[src/rtl/conv_feeder.sv]
// Operand buffer, stream sequencer and result buffer that feed a 3x3 convolution array.
// Optional feature: define CONV_FEEDER_SAT_CNT_EN to add the sat_cnt saturation counter port.
module conv_feeder #(
    parameter int unsigned DRAIN_CYC = 4
) (
    input  logic       clk,
    input  logic       RST,
    input  logic       host_we,
    input  logic [5:0] host_addr,
    input  logic [7:0] host_wdata,
    input  logic       start,
    output logic       busy,
    output logic       done,
    input  logic [3:0] res_addr,
    output logic [7:0] res_data,
    output logic [7:0] drvA,
    output logic [7:0] drvB,
    input  logic [7:0] array_write
`ifdef CONV_FEEDER_SAT_CNT_EN
    ,
    output logic [3:0] sat_cnt
`endif
);

    localparam logic [4:0] DrainLast = 5'(DRAIN_CYC - 1);
    localparam logic [5:0] OpWords   = 6'd34;

    typedef enum logic [2:0] {
        StIdle,
        StLoadFilt,
        StStream,
        StDrain,
        StCapture,
        StDone
    } state_e;

    state_e     state_q;
    logic [4:0] cnt_q;
    logic       busy_q;
    logic       done_q;
    logic [7:0] drva_q;
    logic [7:0] drvb_q;

    logic [7:0] op_q [34];
    logic [7:0] res_q [9];

    logic       wr_en;
    logic [5:0] rd_idx;
    logic [7:0] rd_data;

    assign wr_en = host_we && !busy_q && (host_addr < OpWords);

    always_ff @(posedge clk or posedge RST) begin
        if (RST) begin
            for (int i = 0; i < 34; i++) begin
                op_q[i] <= 8'h00;
            end
        end else if (wr_en) begin
            op_q[host_addr] <= host_wdata;
        end
    end

    // Address of the operand the output registers load at the coming edge.
    always_comb begin
        rd_idx = 6'd0;
        case (state_q)
            StLoadFilt: rd_idx = (cnt_q == 5'd8) ? 6'd9 : ({1'b0, cnt_q} + 6'd1);
            StStream:   rd_idx = {1'b0, cnt_q} + 6'd10;
            default:    rd_idx = 6'd0;
        endcase
    end

    // Forward a same-edge host write so a start accompanied by a write streams the new value.
    always_comb begin
        rd_data = 8'h00;
        if (wr_en && (host_addr == rd_idx)) begin
            rd_data = host_wdata;
        end else if (rd_idx < OpWords) begin
            rd_data = op_q[rd_idx];
        end
    end

    always_ff @(posedge clk or posedge RST) begin
        if (RST) begin
            state_q <= StIdle;
            cnt_q   <= 5'd0;
            busy_q  <= 1'b0;
            done_q  <= 1'b0;
            drva_q  <= 8'h00;
            drvb_q  <= 8'h00;
        end else begin
            done_q <= 1'b0;
            case (state_q)
                StIdle: begin
                    if (start) begin
                        state_q <= StLoadFilt;
                        cnt_q   <= 5'd0;
                        busy_q  <= 1'b1;
                        drvb_q  <= rd_data;
                    end
                end
                StLoadFilt: begin
                    if (cnt_q == 5'd8) begin
                        state_q <= StStream;
                        cnt_q   <= 5'd0;
                        drvb_q  <= 8'h00;
                        drva_q  <= rd_data;
                    end else begin
                        cnt_q  <= cnt_q + 5'd1;
                        drvb_q <= rd_data;
                    end
                end
                StStream: begin
                    if (cnt_q == 5'd24) begin
                        state_q <= StDrain;
                        cnt_q   <= 5'd0;
                        drva_q  <= 8'h00;
                    end else begin
                        cnt_q  <= cnt_q + 5'd1;
                        drva_q <= rd_data;
                    end
                end
                StDrain: begin
                    if (cnt_q == DrainLast) begin
                        state_q <= StCapture;
                        cnt_q   <= 5'd0;
                    end else begin
                        cnt_q <= cnt_q + 5'd1;
                    end
                end
                StCapture: begin
                    if (cnt_q == 5'd8) begin
                        state_q <= StDone;
                        cnt_q   <= 5'd0;
                        busy_q  <= 1'b0;
                        done_q  <= 1'b1;
                    end else begin
                        cnt_q <= cnt_q + 5'd1;
                    end
                end
                StDone: begin
                    state_q <= StIdle;
                    cnt_q   <= 5'd0;
                end
                default: begin
                    state_q <= StIdle;
                    cnt_q   <= 5'd0;
                    busy_q  <= 1'b0;
                    drva_q  <= 8'h00;
                    drvb_q  <= 8'h00;
                end
            endcase
        end
    end

    always_ff @(posedge clk or posedge RST) begin
        if (RST) begin
            for (int i = 0; i < 9; i++) begin
                res_q[i] <= 8'h00;
            end
        end else if (state_q == StCapture) begin
            res_q[cnt_q[3:0]] <= array_write;
        end
    end

    always_comb begin
        res_data = 8'h00;
        if (res_addr < 4'd9) begin
            res_data = res_q[res_addr];
        end
    end

`ifdef CONV_FEEDER_SAT_CNT_EN
    logic [3:0] sat_q;

    always_ff @(posedge clk or posedge RST) begin
        if (RST) begin
            sat_q <= 4'd0;
        end else if (state_q == StIdle && start) begin
            sat_q <= 4'd0;
        end else if (state_q == StCapture && (array_write == 8'h7F || array_write == 8'h80)
                     && sat_q != 4'd15) begin
            sat_q <= sat_q + 4'd1;
        end
    end

    assign sat_cnt = sat_q;
`endif

    assign busy = busy_q;
    assign done = done_q;
    assign drvA = drva_q;
    assign drvB = drvb_q;

endmodule
[config.mk]
export PLATFORM = sky130hd
export DESIGN_NAME = conv_feeder
export DESIGN_NICKNAME = d
export VERILOG_FILES = /design/src/rtl/conv_feeder.sv
export SDC_FILE = /design/constraint.sdc
export NUM_CORES = 1
export LEC_CHECK = 0
export ABC_AREA = 1
export ABC_CLOCK_PERIOD_IN_PS = 16500
export CORE_MARGIN = 10
export CORE_UTILIZATION = 62
export CTS_BUF_LIST = sky130_fd_sc_hd__clkbuf_4 sky130_fd_sc_hd__clkbuf_8 sky130_fd_sc_hd__clkbuf_16
export DETAILED_ROUTE_END_ITERATION = 10
export PLACE_DENSITY_LB_ADDON = 0.25
export SLEW_MARGIN = 20
export SYNTH_ARGS = -nofsm -noshare
export SYNTH_HDL_FRONTEND = slang
export SYNTH_SLANG_ARGS = --single-unit
[constraint.sdc]
create_clock -name clk -period 16.5 [get_ports clk]
set_clock_uncertainty 0.15 [all_clocks]
set_input_delay 3.3 -clock clk [delete_from_list [all_inputs] [get_ports clk]]
set_output_delay 3.3 -clock clk [all_outputs]
set_load 0.01 [all_outputs]
==> summary.txt <==
Run status
  – Run status: completed

Pwr
  – Internal Power: 1.97 mW
  – Sw Share: 39.4%
  – VDD IR max: 0.117 mV
  – Combinational Power Share: 35.8%
  – Seq pwr share: 36.3%
  – PwrDens: 169 mW/mm^2
  – Sw Pwr: 1.28 mW
  – Leakage dissipation: 8.79 nW
  – Share of total power in the clock network: 27.9%

Flow run
  – Max_cap viols: 0

Yosys
  – Syn nets: 2184
  – Most frequent cell after synthesis: nand2_1
  – Post-Syn Area: 0.0174 mm^2
  – EDFF count, synth: 0
  – Seq/Total Area, Yosys: 53.2%
  – Ys Warns: 0
  – Leading area contributor after synthesis: dfrtp_1
  – Synth cell types: 34
  – Synth top area cells: dfrtp_1 53%, nand2_1 14%, nand3_1 12%
  – Share of the synthesized area in the top cell type: 53.2%
  – Synth top cells by count: 641 x nand2_1, 407 x nand3_1, 370 x dfrtp_1
  – Syn avg cell area: 8.10 um^2
  – Synth Instances: 2148
  – Asr flop ratio synth: 100%
  – Top FF cell, synth: dfrtp_1
  – FF+latch count, synth: 370

Floorplanning
  – # IOs: 56
  – Area of the core: 0.0277 mm^2
  – Die W: 187 um
  – Die Area: 0.0352 mm^2
  – Die Ht: 187 um
  – FP Rows: 61
  – Initial Util: 62.8%

CTS
  – Clock sink count: 370
  – Hold buffer count at CTS: 0
  – Maximum buffer depth of the clock tree: 3
  – CTS tree: done
  – Num CTS Buffers: 39
  – Clock transition at path regs: 0.06 ns
  – Cts repair resizes: 0
  – Setup repair bufs after CTS: 0
  – Clk root buf: clkbuf_16
  – CTS HTree Levels: 2
  – Worst skew pair latency: 0.53 ns

Routing
  – Vias per cell: 6.21
  – DRT Wirelength: 49100 um
  – Initial detailed-routing violation count: 1959
  – DR pass1 iterations: 6
  – Vias after detailed routing: 15600
  – Remaining antenna violation count: 0
  – Wire length per cell: 19.6 um
  – DRC viols: 0

Place
  – Gpl congestion: 0.956
  – Port bufs: 55
  – Post-placement cell count: 2441
  – Placed wire-length estimate: 30000 um

STA
  – Period utilization: 56.1%
  – Fmax: 108 MHz
  – Slew HR: 24.1%
  – Pins Over Slew Limit: 0
  – Min Tclk post-route: 9.26 ns
  – Final hold vios: 0
  – # setup viols final: 0
  – Worst Tran Pin Value: 1.13 ns
  – Setup_tns: 0 ns
  – RSZ-0062 raised after global routing: false

Setup path
  – Critical path class: in2out
  – Crit path arrival time: 5.81 ns
  – Critical Path Fanout Max: 17
  – CP required: 13.05 ns
  – Crit start category: input pin
  – Setup crit end kind: output pin

Global routing
  – Total track usage: 27.3%
  – Grt total ovfl: 0
  – Initial antenna violation count: 1
  – First-pass GRT wire length: 79500 um
  – Vias in the first global route: 14800
  – Largest net degree at the start of global routing: 168

Hold path
  – Hold Path Class: reg2reg

Final layout
  – Nets: 2140
  – Layout cells sized above 1: 5.44%
  – Non-Filler Instances: 2510
  – Syn-to-layout area delta: 10.7%
-- final timing paths --
| kind | end | slack [ns] | start | cells after the start |
|---|---|---|---|---|
| max in group asynchronous | op_q[144] | 11.50 | RST | 3 |
| min in group asynchronous | op_q[120] | 3.24 | RST | 2 |
| worst min register to register | drvB[0] | 0.33 | drvB[0] | 2 |
| worst max register to register | drvA[0] | 12.29 | cnt_q[0] | 18 |
| worst max-delay path | res_data[2] | 7.24 | res_addr[1] | 7 |
| worst min-delay path | drvB[0] | 0.33 | drvB[0] | 2 |
-- layer usage --
metal	wire (um)	track usage [%]
met1	19900	36.2
met3	4030	4.42
met5	0	0
met2	23000	43.6
met4	2140	12.3
-- metrics by stage --
step	hold WS [ns]	setup WS [ns]	util [%]	power [mW]	cell area [um^2]
3_3_place_gp	0.311	6.81	64.7	2.30	17900
6_report	0.329	7.24	69.5	3.26	19300
5_1_grt	0.348	7.12	69.5	3.43	19300
4_1_cts	0.332	6.57	69.5	3.24	19300
3_5_place_dp	0.315	6.60	64.7	2.33	17900
2_1_floorplan	0.298	2.78	-	1.95	17400
-- area by class of cell --
class	instances	area, um^2
multi-input cells	1568	7300
fillers	2223	8450
clock buffers	58	1210
well taps	378	473
clock inverters	10	130
repair buffers	67	648
diodes	1	2.50
flip-flops and latches	370	9260
inverters	58	228
-- power by group through the flow --
stage | combinational (mW) | sequential, mW | clock (mW)
finish | 1.17 | 1.18 | 0.909
global route | 1.28 | 1.20 | 0.957
CTS | 1.15 | 1.18 | 0.914
detailed placement | 1.14 | 1.19 | 0
global placement | 1.12 | 1.19 | 0
floorplan | 0.791 | 1.16 | 0
-- flip-flops by register name, summed over array words and instances (netlist names) --
| register | count |
|---|---|
| op_q | 272 |
| busy | 1 |
| drvA | 8 |
| drvB | 8 |
| done | 1 |
| cnt_q | 5 |
| state_q | 3 |
| res_q | 72 |
-- placed cells by master, fill, tap and decap left out, types with 5 or more instances in the layout --
cell type | netlist | layout
clkbuf_4 | 0 | 8
nand2_1 | 641 | 638
dfrtp_1 | 370 | 370
nand4_1 | 5 | 5
clkbuf_8 | 0 | 9
clkdlybuf4s50_1 | 0 | 54
mux2_2 | 8 | 8
a21oi_1 | 43 | 43
inv_2 | 5 | 7
buf_4 | 7 | 11
o21ai_0 | 361 | 361
clkbuf_16 | 0 | 41
nand3_1 | 407 | 407
clkinv_2 | 0 | 5
nor2_1 | 45 | 45
xor2_1 | 5 | 5
ha_1 | 6 | 6
nor3_1 | 9 | 9
inv_1 | 50 | 46
a221oi_1 | 14 | 14
-- critical path: stages --
cell,delay [ns]
clkdlybuf4s50_1,0.74
inv_1,0.56
a21oi_1,0.09
a221oi_1,0.32
o21ai_0,0.16
nand2_1,0.08
clkdlybuf4s50_1,0.56
-- kinds of logic after synthesis --
family                   share of synthesized area, %
flip-flops                                       53.2
adder cells (fa/ha/maj)                         0.432
XOR/XNOR                                        0.252
multiplexers                                    0.518
buffers and inverters                            4.95
AO/OA/AOI/OAI                                    12.8
AND/OR/NAND/NOR                                  27.8
Power figures use the tool's default switching activity.
